$ cat src/rtl/cardinal_pkg.sv
// Shared definitions for the cardinal router input buffer: packet layout,
// virtual-channel encoding and the hop-field update applied on the way out.
// Packets use MSB-first bit numbering: bit 0 is the leftmost (most significant) bit.
package cardinal_pkg;

    localparam int PAC_WIDTH = 64;
    localparam int VC_BIT    = 0;
    localparam int HOP_LSB   = 8;
    localparam int HOP_W     = 8;
    localparam int PAY_LSB   = 32;
    localparam int PAY_MSB   = 63;

    typedef logic [0:PAC_WIDTH-1] pkt_t;
    typedef logic [0:HOP_W-1]     hop_t;

    typedef enum logic {
        VC_EVEN = 1'b0,
        VC_ODD  = 1'b1
    } vc_e;

    // Virtual channel a packet travels on.
    function automatic vc_e vc_of(input pkt_t pkt);
        return vc_e'(pkt[VC_BIT]);
    endfunction

    // One hop consumed: the hop field is logically shifted right by one.
    // Zero stays zero; every other bit passes through untouched.
    function automatic pkt_t hop_update(input pkt_t pkt);
        pkt_t res;
        hop_t hop;
        hop = pkt[HOP_LSB +: HOP_W];
        res = pkt;
        res[HOP_LSB +: HOP_W] = hop >> 1;
        return res;
    endfunction

endpackage

$ cat src/rtl/cardinal_input_buffer_if.sv
// Link-side and arbiter-side handshake of the cardinal input buffer.
// slave: the buffer itself; master: whoever drives the link and the grant.
interface cardinal_input_buffer_if;
    import cardinal_pkg::*;

    logic up_si;
    logic up_ri;
    pkt_t up_di;
    logic out_vld;
    pkt_t out_data;
    logic out_gnt;

    modport slave (
        input  up_si,
        input  up_di,
        input  out_gnt,
        output up_ri,
        output out_vld,
        output out_data
    );

    modport master (
        output up_si,
        output up_di,
        output out_gnt,
        input  up_ri,
        input  out_vld,
        input  out_data
    );

endinterface

$ cat src/rtl/cardinal_vc_slot.sv
// One-entry packet holder for a single virtual channel.
// A write fills the entry, a read strobe frees it; the parent guarantees the
// two never target the same slot in the same cycle, write wins if they did.
module cardinal_vc_slot
    import cardinal_pkg::*;
(
    input  logic clk,
    input  logic reset,
    input  logic wr_en,
    input  pkt_t wr_data,
    input  logic rd_en,
    output logic full,
    output pkt_t data
);

    // Occupancy flag and stored packet.
    always_ff @(posedge clk or negedge reset) begin
        if (!reset) begin
            full <= 1'b0;
            data <= '0;
        end else if (wr_en) begin
            full <= 1'b1;
            data <= wr_data;
        end else if (rd_en) begin
            full <= 1'b0;
        end
    end

endmodule

$ cat src/rtl/cardinal_input_buffer.sv
// Router input buffer: one packet per virtual channel (VC0 even, VC1 odd).
// net_polarity selects the VC the link may write this cycle; the opposite VC
// is the one presented to the arbiter, so a slot is never written and drained
// together. Optional accepted-packet counter: define CARDINAL_IBUF_PKT_CNT_EN.
module cardinal_input_buffer
    import cardinal_pkg::*;
(
    input  logic clk,
    input  logic reset,
    input  logic net_polarity,
    cardinal_input_buffer_if.slave bus,
`ifdef CARDINAL_IBUF_PKT_CNT_EN
    output logic [0:15] pkt_cnt,
`endif
    output logic proto_err
);

    logic [1:0] full;
    pkt_t       slot_data [2];
    logic [1:0] wr_en;
    logic [1:0] rd_en;
    logic       send_ok;
    logic       vc_match;
    logic       accept;
    logic       vc_err;
    logic       drain;

    // Link side: only the external-phase slot is offered to upstream.
    assign bus.up_ri = ~full[net_polarity];
    assign send_ok   = bus.up_si & bus.up_ri;
    assign vc_match  = (vc_of(bus.up_di) == vc_e'(net_polarity));
    assign accept    = send_ok & vc_match;
    assign vc_err    = send_ok & ~vc_match;
    assign wr_en     = {accept & net_polarity, accept & ~net_polarity};

    // Arbiter side: the internal-phase slot, hop already consumed.
    assign bus.out_vld  = full[~net_polarity];
    assign drain        = bus.out_gnt & bus.out_vld;
    assign rd_en        = {drain & ~net_polarity, drain & net_polarity};
    assign bus.out_data = bus.out_vld ? hop_update(slot_data[~net_polarity]) : '0;

    cardinal_vc_slot u_slot_vc0 (
        .clk     (clk),
        .reset   (reset),
        .wr_en   (wr_en[0]),
        .wr_data (bus.up_di),
        .rd_en   (rd_en[0]),
        .full    (full[0]),
        .data    (slot_data[0])
    );

    cardinal_vc_slot u_slot_vc1 (
        .clk     (clk),
        .reset   (reset),
        .wr_en   (wr_en[1]),
        .wr_data (bus.up_di),
        .rd_en   (rd_en[1]),
        .full    (full[1]),
        .data    (slot_data[1])
    );

    // A packet offered on the wrong VC is dropped and flagged until reset.
    always_ff @(posedge clk or negedge reset) begin
        if (!reset) begin
            proto_err <= 1'b0;
        end else if (vc_err) begin
            proto_err <= 1'b1;
        end
    end

`ifdef CARDINAL_IBUF_PKT_CNT_EN
    // Free-running count of accepted packets, wraps at 16 bits.
    always_ff @(posedge clk or negedge reset) begin
        if (!reset) begin
            pkt_cnt <= '0;
        end else if (accept) begin
            pkt_cnt <= pkt_cnt + 16'd1;
        end
    end
`endif

endmodule

$ cat src/flat_wrapper.sv
// flat-port wrapper written by rule: the top's interface ports become plain ports
module cardinal_input_buffer_flat import cardinal_pkg::*;
  (clk, reset, net_polarity, proto_err, bus_up_si, bus_up_di, bus_out_gnt, bus_up_ri, bus_out_vld, bus_out_data);
  cardinal_input_buffer_if bus_i ();
  input  logic clk;
  input  logic reset;
  input  logic net_polarity;
  output logic proto_err;
  input wire logic [$bits(bus_i.up_si)-1:0] bus_up_si;
  input wire logic [$bits(bus_i.up_di)-1:0] bus_up_di;
  input wire logic [$bits(bus_i.out_gnt)-1:0] bus_out_gnt;
  output wire logic [$bits(bus_i.up_ri)-1:0] bus_up_ri;
  output wire logic [$bits(bus_i.out_vld)-1:0] bus_out_vld;
  output wire logic [$bits(bus_i.out_data)-1:0] bus_out_data;
  assign bus_i.up_si = bus_up_si;
  assign bus_i.up_di = bus_up_di;
  assign bus_i.out_gnt = bus_out_gnt;
  assign bus_up_ri = bus_i.up_ri;
  assign bus_out_vld = bus_i.out_vld;
  assign bus_out_data = bus_i.out_data;
  cardinal_input_buffer u_core (.clk(clk), .reset(reset), .net_polarity(net_polarity), .bus(bus_i), .proto_err(proto_err));
endmodule
$ cat config.mk
export PLATFORM = sky130hd
export DESIGN_NAME = cardinal_input_buffer_flat
export DESIGN_NICKNAME = d
export VERILOG_FILES = /design/src/rtl/cardinal_pkg.sv /design/src/rtl/cardinal_input_buffer_if.sv /design/src/rtl/cardinal_vc_slot.sv /design/src/rtl/cardinal_input_buffer.sv /design/src/flat_wrapper.sv
export SDC_FILE = /design/constraint.sdc
export NUM_CORES = 1
export LEC_CHECK = 0
export ABC_AREA = 0
export BUFFER_PORTS_ARGS = -buffer_cell sky130_fd_sc_hd__buf_2
export CORE_MARGIN = 1
export CORE_UTILIZATION = 54
export DETAILED_ROUTE_END_ITERATION = 10
export PLACE_DENSITY = 0.89
export SLEW_MARGIN = 20
export SYNTH_ARGS = -nofsm -noshare
export SYNTH_HDL_FRONTEND = slang
export SYNTH_SLANG_ARGS = --single-unit
$ cat constraint.sdc
create_clock -name clk -period 2 [get_ports clk]
set_clock_uncertainty 0.1 [all_clocks]
set_input_delay 0.1 -clock clk [delete_from_list [all_inputs] [get_ports clk]]
set_output_delay 0.1 -clock clk [all_outputs]
set_load 0.03 [all_outputs]
==> flow_summary.yaml, run 1 <==
job:
  maxCapViolCount: 0
global_routing:
  grt_pass1_vias: 5165
  grt_pass1_wl_microns: 25300
  grt_usage_pct: 29.8
  overflow: 0
  grt_max_degree: 80
  antenna_found_initial: 0
route:
  wirelength_microns: 15900
  routedWlPerCell_microns: 19.0
  vias: 4821
  dr.first_iter.drc_count: 373
  drc: 0
  via_per_inst: 5.76
  ant_nets: 0
  detailedRoute.firstPassIterationCount: 5
synth:
  synthFlopType: "dfrtp_1"
  synth_edf_count: 0
  synth.avg_cell_area_sq_um: 11.7
  synthCells: 498
  ys_seq_area_share_pct: 55.3
  yosysWarnings: 0
  synth_area_leaders: "dfrtp_1 (55%), mux2_2 (23%), nand3_1 (5.1%)"
  yosysMostFrequentCell: "dfrtp_1"
  synthArstFlopShare_pct: 100
  ys_seq_elements: 129
  syn-cell-area_sq_um: 5840
  synth_top_area_share_pct: 55.3
  synth_cell_type_count: 27
  ys_top_cells_by_count: "dfrtp_1 (129), mux2_2 (119), nand2_1 (61), nand3_1 (60), o21ai_0 (60)"
  syn_nets: 567
  synth_area_leader_cell: "dfrtp_1"
critical_path:
  path_buf_inv: 2
  crit_family: "buffers and inverters"
  cpPeakStageDelay_ns: 0.47
  cpMaxStageDelayCell: "dfrtp_2"
  crit_fanout: 16
  cp-end-kind: "output port"
  reg2reg_depth: 4
  worst_setup_path_start_kind: "register"
  critPathKind: "register to output port"
  worstPathCellList: "clkbuf_16 -> nand2_1 -> o21ai_0 -> buf_2"
  cp_num_cells: 4
  arrival_ns: 1.79
  worstPathRequired_ns: 1.80
run_status:
  status: "finished, final reports clean"
layout:
  drive_above_1_share_pct: 42.9
  nNetsFinal: 759
  fillers: 617
  finalNonFillerCells: 837
  area_growth_syn_to_layout_pct: 37.9
  diodes: 0
pwr:
  switching_share_pct: 29.6
  comb_power_share_pct: 24.1
  p_sw_mw: 2.58
  p_leak_nw: 3.60
  power_density_nw_per_um2: 1080
  intPower_mw: 6.14
  peakVddDrop_mv: 0.812
  seq_power_share_pct: 42.0
  p_clk_share_pct: 34.0
sta:
  finalCritPeriodShare_pct: 99.7
  hold_viol: 0
  fin_hold_ws_ns: 0.0203
  rsz0062_at_grt: "yes"
  setup_slack_ns: 0.00630
  setup-violations-final: 0
  slew_violations: 0
  fmax_ghz: 0.502
  fin_crit_ns: 1.99
placement:
  pre_cts_ws_ns: 0.401
  place_congestion: 0.735
  hpwl_microns: 8540
  placedCellCount: 735
  port-buffer-count: 133
floorplanning:
  initial_core_util_pct: 56.0
  row_count: 37
  die_area_sq_um: 11200
  die_x_microns: 106
  dieHeight_microns: 106
  coreArea_sq_um: 10400
  io_pins: 136
cts:
  numClockSinks: 129
  max-clock-path-buffers: 2
  cts_tree: "built"
  cts_buffers: 17
  cts-root-buf: "clkbuf_8"
  post_cts_buffers: 0
  clkSlewWorstSetupHoldPaths_ns: 0.06
  cts.htree.levels: 4
  clock_latency_ns: 0.52
min_path:
  min_path_type: "primary input to asynchronous set/reset pin"
[state kept, by name, summed over array words and instances, names as in the netlist]
register	count
u_core.u_slot_vc1.full	1
u_core.u_slot_vc1.data	63
u_core.proto_err	1
u_core.u_slot_vc0.full	1
u_core.u_slot_vc0.data	63
[layout by cell type (no fill, tap or decap)]
master and count:
a211o_1 1, a21o_1 1, a21oi_1 2, a32o_1 3
and2b_1 1, buf_12 9, buf_16 2, buf_2 108
buf_4 26, bufinv_16 3, clkbuf_1 2, clkbuf_16 17
clkbuf_4 2, clkbuf_8 1, clkinv_2 3, clkinvlp_4 5
conb_1 1, dfrtp_1 127, dfrtp_2 2, dlygate4sd3_1 68
inv_1 1, mux2_1 5, mux2_2 119, mux2i_1 1
nand2_1 61, nand2b_1 1, nand3_1 60, nand3_2 1
nor2_1 2, nor2b_1 1, nor2b_2 1, nor2b_4 1
nor3_1 1, nor3b_4 1, o21ai_0 51, o21ai_1 9
o2bb2ai_1 1
[per-stage QoR]
stage / utilization (%) / area [sq um] / power [mW] / setup TNS [ns]
after floorplan: - / 5840 / 4.90 / 0
after global placement: 63.7 / 6640 / 5.36 / 0
after detailed placement: 63.7 / 6640 / 5.53 / 0
after CTS: 76.5 / 7970 / 8.68 / 0
after global routing: 77.3 / 8050 / 9.09 / -0.102
final: 77.3 / 8050 / 8.72 / 0
[power by group through the flow]
stage / Combinational [mW] / Clock [mW] / Sequential [mW]
2_1_floorplan: 1.36 / 0 / 3.54
3_3_place_gp: 1.77 / 0 / 3.59
3_5_place_dp: 1.86 / 0 / 3.67
4_1_cts: 2.03 / 3.01 / 3.63
5_1_grt: 2.25 / 3.12 / 3.73
6_report: 2.10 / 2.96 / 3.66
[per-layer routing]
| layer | global-route usage, % | wire length (microns) | part of all wire, % | vias to the layer above |
|---|---|---|---|---|
| met3 | 8.15 | 1030 | 6.5 | 37 |
| li1 | - | - | - | 2134 |
| met2 | 51.8 | 8290 | 52 | 223 |
| met1 | 34.4 | 6220 | 39 | 2427 |
| met5 | 0 | 0 | 0 | - |
| met4 | 12.9 | 329 | 2.1 | 0 |
[kinds of logic after synthesis]
kind of cell	Yosys count	share of synthesized area, %
AND/OR/NAND/NOR	131	10.3
flip-flops	129	55.3
multiplexers	125	24.1
AO/OA/AOI/OAI	68	6.26
buffers and inverters	44	3.99
other	1	0.0643
[path summary, 6_finish.rpt]
check                                                        start  slack [ns]                                endpoint
worst max-delay path            u_core.u_slot_vc1.full$_DFFE_PN0P_       0.006                        bus_out_data[48]
worst min-delay path                                         reset        0.02  u_core.u_slot_vc0.data[57]$_DFFE_PN0P_
worst max register to register  u_core.u_slot_vc1.full$_DFFE_PN0P_        0.32  u_core.u_slot_vc1.data[14]$_DFFE_PN0P_
worst min register to register        u_core.proto_err$_DFFE_PN0P_        0.37            u_core.proto_err$_DFFE_PN0P_
max in group asynchronous                                    reset        1.38  u_core.u_slot_vc0.data[41]$_DFFE_PN0P_
min in group clk                                      net_polarity        0.08            u_core.proto_err$_DFFE_PN0P_
[layout make-up]
cell class                 count  area (sq um)  area share (%)
clock buffer                  19           422            5.24
clock inverter                11           143            1.77
inverter                       1          3.75          0.0466
multi-input combinational    325          2390            29.7
sequential                   129          3230            40.1
tap                          136           170            2.11
timing repair buffer         216          1690            21.0
[tightest hold or removal path, delay by kind of cell]
kind                   cells  cell delay, ns
buffers and inverters      3            0.89
[timing repair]
| item | 4_1_cts | 5_1_grt |
|---|---|---|
| hold buffers | 69 | 0 |
| gates cloned | 2 | 1 |
| hold endpoints to repair | 256 | 0 |
| resized for setup | 1 | 36 |
| endpoints found under the setup margin | 6 | 33 |
| pin swaps | 0 | 0 |
(Power assumes the default switching activity.)
==> run 2, diff against run 1 <==
--- a/config.mk
+++ b/config.mk
@@ -7,11 +7,12 @@
 export LEC_CHECK = 0
 export ABC_AREA = 0
 export BUFFER_PORTS_ARGS = -buffer_cell sky130_fd_sc_hd__buf_2
+export CELL_PAD_IN_SITES_DETAIL_PLACEMENT = 0
+export CELL_PAD_IN_SITES_GLOBAL_PLACEMENT = 1
 export CORE_MARGIN = 1
-export CORE_UTILIZATION = 54
+export CORE_UTILIZATION = 42
 export DETAILED_ROUTE_END_ITERATION = 10
-export PLACE_DENSITY = 0.89
-export SLEW_MARGIN = 20
+export PLACE_DENSITY = 0.88
 export SYNTH_ARGS = -nofsm -noshare
 export SYNTH_HDL_FRONTEND = slang
 export SYNTH_SLANG_ARGS = --single-unit
==> run 2 against run 1 <==
Net effect:
- sequential power is essentially flat
- hold slack gained 0.10 ns
- non-clock buffer count shrank 4
- routed wire length shrank 12%
- register-to-register slack lost 0.02 ns
- die area grew 28%
- utilization shrank 17 points
- clock-buffer cell count grew 4
- combinational power shrank 8%
- power grew 4.4%
==> flow_summary.yaml, run 2 (synthesis results as in run 1) <==
pwr:
  switching_share_pct: 27.3
  comb_power_share_pct: 21.4
  seq_power_share_pct: 39.8
  p_leak_nw: 3.62
  power_density_nw_per_um2: 1130
  power_mw: 9.11
  p_clk_share_pct: 38.8
  p_sw_mw: 2.48
  peakVddDrop_mv: 0.679
  intPower_mw: 6.62
route:
  via_per_inst: 5.22
  ant_nets: 0
  drc: 0
  routedWlPerCell_microns: 15.9
  detailedRoute.firstPassIterationCount: 4
  wirelength_microns: 13900
  dr.first_iter.drc_count: 232
  vias: 4564
cts:
  numClockSinks: 129
  max-clock-path-buffers: 2
  clock_latency_ns: 0.41
  cts.htree.levels: 4
  cts_buffers: 17
  cts_tree: "built"
  clkSlewWorstSetupHoldPaths_ns: 0.06
  cts-root-buf: "clkbuf_16"
  post_cts_buffers: 0
layout:
  area_growth_syn_to_layout_pct: 38.0
  nNetsFinal: 755
  mostFrequentLayoutCells: "buf_2 (131), dfrtp_1 (127), mux2_2 (119)"
  drive_above_1_share_pct: 42.8
  diodes: 0
  top_regs: "u_core.u_slot_vc0.data (63), u_core.u_slot_vc1.data (63)"
  mostFrequentLayoutCell: "buf_2"
  postLayoutCoreUtil_pct: 60.1
  fin_area_sq_um: 8050
  finalNonFillerCells: 875
critical_path:
  critPathKind: "register to output port"
  arrival_ns: 1.72
  r2r_start: "u_core.u_slot_vc0.full$_DFFE_PN0P_"
  worstPathRequired_ns: 1.80
  worst_setup_path_start_kind: "register"
  reg2reg_depth: 3
  reg2reg_slack_ns: 0.30
  timing.rr.end: "u_core.u_slot_vc0.data[26]$_DFFE_PN0P_"
  crit_fanout: 32
  cp-end-kind: "output port"
sta:
  slew_violations: 0
  relSlewSlack_pct: 61.1
  setup-violations-final: 0
  finalCritPeriodShare_pct: 96.0
  tightest_slew_ns: 0.583
  setup_slack_ns: 0.0810
  fmax_ghz: 0.521
  hold_viol: 0
  fin_hold_ws_ns: 0.122
  tns_ns: 0
  rsz0062_at_grt: "no"
  fin_crit_ns: 1.92
placement:
  port-buffer-count: 133
  placedCellCount: 776
  pre_cts_ws_ns: 0.260
  place_congestion: 0.676
  hpwl_microns: 8370
  place_area_sq_um: 6690
global_routing:
  antenna_found_initial: 0
  grt_pass1_wl_microns: 23000
  grt_max_degree: 69
  grt_usage_pct: 20.5
  overflow: 0
  grt_pass1_vias: 4693
floorplanning:
  dieHeight_microns: 120
  io_pins: 136
  die_area_sq_um: 14400
  initial_core_util_pct: 43.5
  die_x_microns: 120
  row_count: 42
  coreArea_sq_um: 13400
job:
  maxCapViolCount: 0
run_status:
  status: "finished, final reports clean"
min_path:
  min_path_type: "primary input to asynchronous set/reset pin"
[run 2: changes by cell type in the layout (fill, tap and decap cells not counted), moves of 3 or more]
| cell | before | now |
|---|---|---|
| buf_2 | 108 | 131 |
| o21ai_0 | 51 | 60 |
| o21ai_1 | 9 | 0 |
| bufinv_16 | 3 | 6 |
| buf_4 | 26 | 5 |
| clkinvlp_4 | 5 | 1 |
[run 2: area by class of cell]
| type | instances | area (sq um) |
|---|---|---|
| fill | 1062 | 5350 |
| sequential | 129 | 3230 |
| multi-input combinational | 325 | 2390 |
| timing repair buffer | 212 | 1530 |
| clock buffer | 23 | 478 |
| tap | 176 | 220 |
| clock inverter | 9 | 201 |
| inverter | 1 | 3.75 |
[run 2: what timing repair did]
action | in CTS | in global routing
endpoints found under the hold margin | 189 | 0
setup endpoints to repair | 4 | 1
gates resized for setup | 2 | 1
hold buffers | 67 | 0
[run 2: worst max-delay path by stage]
stage                                       start                                      to  slack (ns)  cells after the start
6_report       u_core.u_slot_vc1.full$_DFFE_PN0P_                        bus_out_data[63]        0.08                      4
5_1_grt        u_core.u_slot_vc1.full$_DFFE_PN0P_                        bus_out_data[61]       0.004                      4
4_1_cts        u_core.u_slot_vc1.full$_DFFE_PN0P_                        bus_out_data[61]        0.06                      4
3_5_place_dp                            bus_up_si  u_core.u_slot_vc0.data[25]$_DFFE_PN0P_        0.26                      5
3_3_place_gp                            bus_up_si  u_core.u_slot_vc0.data[25]$_DFFE_PN0P_        0.30                      5
2_1_floorplan  u_core.u_slot_vc1.full$_DFFE_PN0P_                        bus_out_data[10]        0.19                      4
[run 2: worst max-delay path, stage by stage, from the launching register on]
cell	delay [ns]
dfrtp_2	0.38
buf_6	0.26
nor2b_2	0.28
a32o_1	0.17
buf_2	0.21
[run 2: layer usage]
metal	up-vias	wire, microns	track usage (%)
met5	-	0	0
met4	0	182	6.95
met3	17	627	5.04
met2	119	7240	35.9
met1	2316	5880	24.4
li1	2112	-	-
[run 2: power groups by stage]
stage                     sequential, mW  combinational [mW]  clock, mW
after floorplan                     3.54                1.36          0
after global placement              3.59                1.78          0
after detailed placement            3.65                1.85          0
after CTS                           3.61                1.96       3.59
after global routing                3.70                2.10       3.70
final                               3.63                1.94       3.53
